--- config.mk ---
export PLATFORM = sky130hd
export DESIGN_NAME = fetch_unit
export DESIGN_NICKNAME = d
export VERILOG_FILES = /design/src/rtl/fetch_unit.sv
export SDC_FILE = /design/constraint.sdc
export NUM_CORES = 1
export LEC_CHECK = 0
export BUFFER_PORTS_ARGS = -buffer_cell sky130_fd_sc_hd__buf_2
export CAP_MARGIN = 10
export CELL_PAD_IN_SITES_DETAIL_PLACEMENT = 1
export CELL_PAD_IN_SITES_GLOBAL_PLACEMENT = 2
export CORE_MARGIN = 10
export CORE_UTILIZATION = 34
export DETAILED_ROUTE_END_ITERATION = 10
export GPL_ROUTABILITY_DRIVEN = 0
export HOLD_SLACK_MARGIN = 0.15
export PLACE_DENSITY_LB_ADDON = 0.15
export SLEW_MARGIN = 20
export SYNTH_ARGS = -nofsm -noshare
export SYNTH_HDL_FRONTEND = slang
export SYNTH_SLANG_ARGS = --single-unit
--- constraint.sdc ---
create_clock -name clk_i -period 6.5 [get_ports clk_i]
set_clock_uncertainty 0.05 [all_clocks]
set_input_delay 0.65 -clock clk_i [delete_from_list [all_inputs] [get_ports clk_i]]
set_output_delay 0.65 -clock clk_i [all_outputs]
set_load 0.02 [all_outputs]
--- src/rtl/fetch_unit.sv ---
// Instruction fetch stage: owns the PC, fetches words over req/ack and hands them
// to decode over valid/ready, computing the next PC from jump/branch info on accept.
module fetch_unit #(
    parameter logic [15:0] RESET_PC = 16'h0000
) (
    input  logic        clk_i,
    input  logic        rst_n_i,
    output logic        imem_req_o,
    output logic [15:0] imem_addr_o,
    input  logic        imem_ack_i,
    input  logic [15:0] imem_data_i,
    output logic [15:0] instr_o,
    output logic [15:0] instr_pc_o,
    output logic        instr_valid_o,
    input  logic        instr_ready_i,
    input  logic        branch_taken_i,
    input  logic [15:0] branch_offset_i,
    input  logic        jump_i,
    input  logic [15:0] jump_target_i,
    output logic [15:0] instr_count_o
);

    typedef enum logic [1:0] {
        StIdle,
        StFetch,
        StHold
    } state_e;

    state_e      state_q, state_d;
    logic [15:0] pc_q, pc_d;
    logic [15:0] instr_q, instr_d;
    logic [15:0] instr_pc_q, instr_pc_d;
    logic [15:0] count_q, count_d;
    logic        valid_q, valid_d;
    logic        accept;
    logic [15:0] next_pc;

    assign accept = valid_q & instr_ready_i;

    // Jump wins over a taken branch; all arithmetic wraps mod 2^16.
    always_comb begin
        if (jump_i) begin
            next_pc = jump_target_i;
        end else if (branch_taken_i) begin
            next_pc = instr_pc_q + 16'd1 + branch_offset_i;
        end else begin
            next_pc = instr_pc_q + 16'd1;
        end
    end

    always_comb begin
        state_d    = state_q;
        pc_d       = pc_q;
        instr_d    = instr_q;
        instr_pc_d = instr_pc_q;
        count_d    = count_q;
        valid_d    = valid_q;
        case (state_q)
            StIdle: begin
                state_d = StFetch;
            end
            StFetch: begin
                if (imem_ack_i) begin
                    instr_d    = imem_data_i;
                    instr_pc_d = pc_q;
                    valid_d    = 1'b1;
                    state_d    = StHold;
                end
            end
            StHold: begin
                if (accept) begin
                    valid_d = 1'b0;
                    count_d = count_q + 16'd1;
                    pc_d    = next_pc;
                    state_d = StFetch;
                end
            end
            default: begin
                state_d = StIdle;
                valid_d = 1'b0;
            end
        endcase
    end

    always_ff @(posedge clk_i or negedge rst_n_i) begin
        if (!rst_n_i) begin
            state_q    <= StIdle;
            pc_q       <= RESET_PC;
            instr_q    <= 16'h0000;
            instr_pc_q <= 16'h0000;
            count_q    <= 16'h0000;
            valid_q    <= 1'b0;
        end else begin
            state_q    <= state_d;
            pc_q       <= pc_d;
            instr_q    <= instr_d;
            instr_pc_q <= instr_pc_d;
            count_q    <= count_d;
            valid_q    <= valid_d;
        end
    end

    // Request decodes straight from state so an async reset drops it at once.
    assign imem_req_o    = (state_q == StFetch);
    assign imem_addr_o   = pc_q;
    assign instr_o       = instr_q;
    assign instr_pc_o    = instr_pc_q;
    assign instr_valid_o = valid_q;
    assign instr_count_o = count_q;

endmodule

# Word level (Yosys, flattened, before mapping)
# Cells that the tools add are included.
[totals]
regBits = 67
latch_bits = 0
ram_bits = 0
rom_bits = 0
input_bits = 54
output_inout_bits = 66
elab_cells = 28
memories = 0
[classes]
add_sub_neg = 3
n_mul = 0
div_mod_pow = 0
magnitude_cmp = 0
n_eq_ne = 4
n_shift = 0
n_mux = 8
n_bitwise = 2
reduce_logical = 5
[ops]
columns = ["operator", "n"]
rows = [
  ["adder 16 x 1 -> 16 bit, second input constant", 2],
  ["2-to-1 mux 16 bit", 2],
  ["adder 16 bit", 1],
  ["case mux 2 bit (3 select lines)", 1],
  ["AND reduction 2 bit", 3],
  ["2-to-1 mux 2 bit", 2],
  ["case mux 1 bit (3 select lines)", 1],
  ["AND reduction 3 bit", 1],
  ["equality test 2 x 1 -> 1 bit, second input constant", 1],
  ["equality test 2 bit, second input constant", 1],
  ["logical NOT 2 bit", 1],
  ["2-to-1 mux 1 bit", 2],
  ["!= test 2 x 1 -> 1 bit, second input constant", 1],
  ["!= test 2 bit, second input constant", 1],
  ["AND 1 bit", 1],
  ["inverter 1 bit", 1],
]

# Logic depth before layout (Yosys ltp)
[depth]
word_depth = 4
mapped_depth = 12
mapped_depth_nobuf = 12

# Worst setup path after synthesis
# OpenSTA, ideal clock, no wires.
[synth_timing]
path_type = "reg-to-reg"
startpoint = "register instr_pc_q[0] (netlist: instr_pc_o[0])"
endpoint = "register pc_q[15] (netlist: imem_addr_o[15])"
setup_ns = 0.083
arrival_ns = 2.741
t_required_ns = 6.367
slack_ns = 3.626
stages_incl_launch_ff = 13
n_path_buf = 0
synth_period_minus_slack_ns = 2.874
cell_sequence = "dfrtp_1 > ha_1 > and3_1 > nand4_1 > xnor2_1 > ha_1 > nand2_1 > o21ai_0 > or3b_2 > o211ai_1 > a21oi_1 > xnor2_1 > o21ai_0"
[synth_via]
elab_chain_cells = 4
[synth_lines]
columns = ["element", "line", "text"]
rows = [
  ["from (decl)", "32", "logic [15:0] instr_pc_q, instr_pc_d;"],
  ["from (signal assigned)", "97", "instr_pc_q <= instr_pc_d;"],
  ["adder 16 x 1 -> 16 bit *", "45, 47", ""],
  ["adder 16 bit", "45", "next_pc = instr_pc_q + 16'd1 + branch_offset_i;"],
  ["2-to-1 mux 16 bit *", "44", "end else if (branch_taken_i) begin"],
  ["2-to-1 mux 16 bit *", "42", "if (jump_i) begin"],
  ["to (signal assigned)", "95", "pc_q <= pc_d;"],
  ["to (decl)", "30", "logic [15:0] pc_q, pc_d;"],
]
# Every way passes the cells marked *; elsewhere a longest branch is shown, timed or not.
# A chain may end at the register's enable or synchronous reset.

# Worst setup path after layout
[layout_timing]
startpoint = "register instr_pc_q[2] (netlist: instr_pc_o[2])"
endpoint = "register pc_q[15] (netlist: imem_addr_o[15])"
# The elaborated chain is that of the path after synthesis.

==> flow_metrics.env <==
export IMPL_row_count=38
export IMPL_hp_class="flip-flop to flip-flop"
export IMPL_top_layer_used="met4"
export IMPL_hold_slack_ns=0.4237
export IMPL_synthFlopType="dfrtp_1"
export IMPL_finalCriticalPeriod_ns=3.161
export IMPL_via_per_inst=5.091
export IMPL_postCtsSetupRepairBufs=0
export IMPL_wire_per_inst_um=19.15
export IMPL_ys_ff_latch=67
export IMPL_powerDensity_mw_per_mm2=487.0
export IMPL_required_ns=6.69
export IMPL_die_area_mm2=0.01590
export IMPL_port_buffers=119
export IMPL_async_flop_share=1.000
export IMPL_dp_cells=622
export IMPL_status="completed"
export IMPL_postRouteAntennaNets=0
export IMPL_pin_count=120
export IMPL_hold_buffers=0
export IMPL_multi_input_area_mm2=0.002083
export IMPL_drc_errors=0
export IMPL_final_common_cell="buf_2"
export IMPL_crit_fanout=7
export IMPL_num_fill_cells=1286
export IMPL_cts_tree="built"
export IMPL_seq_area_frac_synth=0.4382
export IMPL_ys_types=45
export IMPL_crit_path_end_kind="flip-flop"
export IMPL_fin_util=0.4420
export IMPL_first_iter_violations=101
export IMPL_clkLatencyLatePin_ns=0.33
export IMPL_worst_slew_pin_slew_ns=1.022
export IMPL_grt_max_degree=68
export IMPL_yosys_warnings=0
export IMPL_wirelength_mm=12.20
export IMPL_start_util=0.3499
export IMPL_synth_edf_count=0
export IMPL_wl_met3_um=628
export IMPL_die_height_um=126.1
export IMPL_track_usage=0.1512
export IMPL_critPathLaunchType="flip-flop"
export IMPL_drive_above_1_share=0.3461
export IMPL_timing_fmax_ghz=0.3163
export IMPL_cts_max_level=3
export IMPL_antenna_found_initial=0
export IMPL_path_class="flip-flop to flip-flop"
export IMPL_arrival_ns=3.35
export IMPL_drt_pass1_iter_count=6
export IMPL_grt_pass1_wl_mm=19.52
export IMPL_core_area_mm2=0.01094
export IMPL_drt_met1_wl_mm=5.588
export IMPL_num_vias=3243
export IMPL_cts_buffers=9
export IMPL_syn2layout_area_growth_pct=26.32
export IMPL_cts_clk_slew_worst_paths_ns=0.05
export IMPL_finalSetupViolations=0
export IMPL_yosysTopAreaCellShare=0.4382
export IMPL_ir_worst_vdd_v=0.0001941
export IMPL_dpl_hpwl_mm=9.531
export IMPL_final_hold_viol_count=0
export IMPL_final_seq_area_mm2=0.001677
export IMPL_yosysTopAreaCell="dfrtp_1"
export IMPL_clockBufferDepth=2
export IMPL_ctsResizeCount=0
export IMPL_ys_top_cells_by_area="dfrtp_1 (44%), mux2_2 (9.4%), xnor2_1 (7.1%)"
export IMPL_maxSlewViolCount=0
export IMPL_rsz0062_at_grt="false"
export IMPL_slew_headroom=0.3171
export IMPL_grt_pass1_vias=3539
export IMPL_min_period_over_period=0.4863
export IMPL_synth_avg_cell_area_um2=10.20
export IMPL_finalPower_mw=2.354
export IMPL_die_w_um=126.1
export IMPL_cts_root_buf="clkbuf_16"
export IMPL_syn_area_mm2=0.003826
export IMPL_maxCapViolations=0
export IMPL_route_met2_wl_mm=5.766
export IMPL_cts_sinks=67
export IMPL_timing_setup_tns_ns=0
export IMPL_instances_no_fill=637
export IMPL_antennaDiodeCount=0
export IMPL_syn_nets=451
export IMPL_layout_common_cells="buf_2 (119), dfrtp_1 (67), nand2_1 (42)"
export IMPL_final_nets=569
export IMPL_synthCells=375
export IMPL_leakage_nw=2.344
export IMPL_overflow=0
critical path: stages (launching register included):
cell	delay (ns)
dfrtp_1	0.44
and4_1	0.27
nand4_1	0.28
nor2_1	0.20
xor2_1	0.29
ha_1	0.27
nand2_1	0.09
o21ai_0	0.22
or3b_2	0.47
o211ai_1	0.10
a21oi_1	0.08
xnor2_1	0.13
o21ai_0	0.18
where the power goes:
group / internal [mW] / leakage, nW / switching, mW / total [mW]
registers: 0.578 / 0.835 / 0.154 / 0.731
logic: 0.471 / 1.37 / 0.692 / 1.16
clock network: 0.293 / 0.136 / 0.166 / 0.460
flip-flops by register name, summed over array words and instances, names as in the netlist:
signal and cells:
imem_addr_o 16, instr_count_o 16, instr_o 16, instr_pc_o 16, state_q 2, instr_valid_o 1
synth_stat cells (2+ instances only):
library cell	count
clkbuf_1	7
xor2_1	12
o21ai_0	22
o22ai_1	3
nand3_1	18
o211ai_1	3
and4_1	3
a21oi_1	26
inv_1	3
a211oi_1	4
buf_1	5
o21a_1	2
a31oi_1	2
nor3_1	5
mux2_2	32
o221ai_1	2
nand4_1	4
nand2b_1	4
xnor2_1	31
nor2b_1	3
a2bb2oi_1	3
nor2_1	17
a21o_1	2
nand2_1	42
and3_1	14
ha_1	21
dfrtp_1	67
final timing paths:
check,startpoint,depth (start not counted),to,slack (ns)
setup reg to reg,instr_pc_o[2]$_DFFE_PN0P_,12,imem_addr_o[15]$_DFFE_PN0P_,3.34
min in group asynchronous,rst_n_i,2,instr_count_o[8]$_DFFE_PN0P_,0.46
setup / recovery,instr_pc_o[2]$_DFFE_PN0P_,12,imem_addr_o[15]$_DFFE_PN0P_,3.34
max in group asynchronous,rst_n_i,2,imem_addr_o[8]$_DFFE_PN0P_,5.39
hold / removal,instr_count_o[15]$_DFFE_PN0P_,1,instr_count_o[15]$_DFFE_PN0P_,0.42
hold reg to reg,instr_count_o[15]$_DFFE_PN0P_,1,instr_count_o[15]$_DFFE_PN0P_,0.42
layout make-up:
class / instances / area share
well taps: 140 / 0.03624
flip-flops and latches: 67 / 0.3469
inverters: 3 / 0.002330
repair buffers: 121 / 0.1263
clock buffers: 12 / 0.04893
clock inverters: 3 / 0.008284
multi-input cells: 291 / 0.4310
stage by stage:
stage | worst slack, ns | area (µm²)
6_report | 3.339 | 4833
5_1_grt | 3.030 | 4833
4_1_cts | 3.350 | 4833
3_5_place_dp | 3.383 | 4557
3_3_place_gp | 3.477 | 4557
2_1_floorplan | 3.626 | 3826
logic make-up (layout without fill, tap and decap cells):
| group | Yosys count | count (layout) | share of synthesized area |
|---|---|---|---|
| mux | 33 | 33 | 0.09680 |
| flops | 67 | 67 | 0.4382 |
| fa+ha+maj | 22 | 22 | 0.07390 |
| xor+xnor | 43 | 43 | 0.09843 |
| buf+inv | 17 | 139 | 0.01733 |
| compound gates | 79 | 79 | 0.1318 |
| simple gates | 114 | 114 | 0.1436 |
per-layer routing:
metal | vias to the layer above | global-route usage
met5 | - | 0
met4 | 0 | 0.05693
met3 | 12 | 0.03523
met2 | 81 | 0.2440
met1 | 1575 | 0.1923
li1 | 1575 | -
No activity file was read; power rests on OpenSTA's default activity.
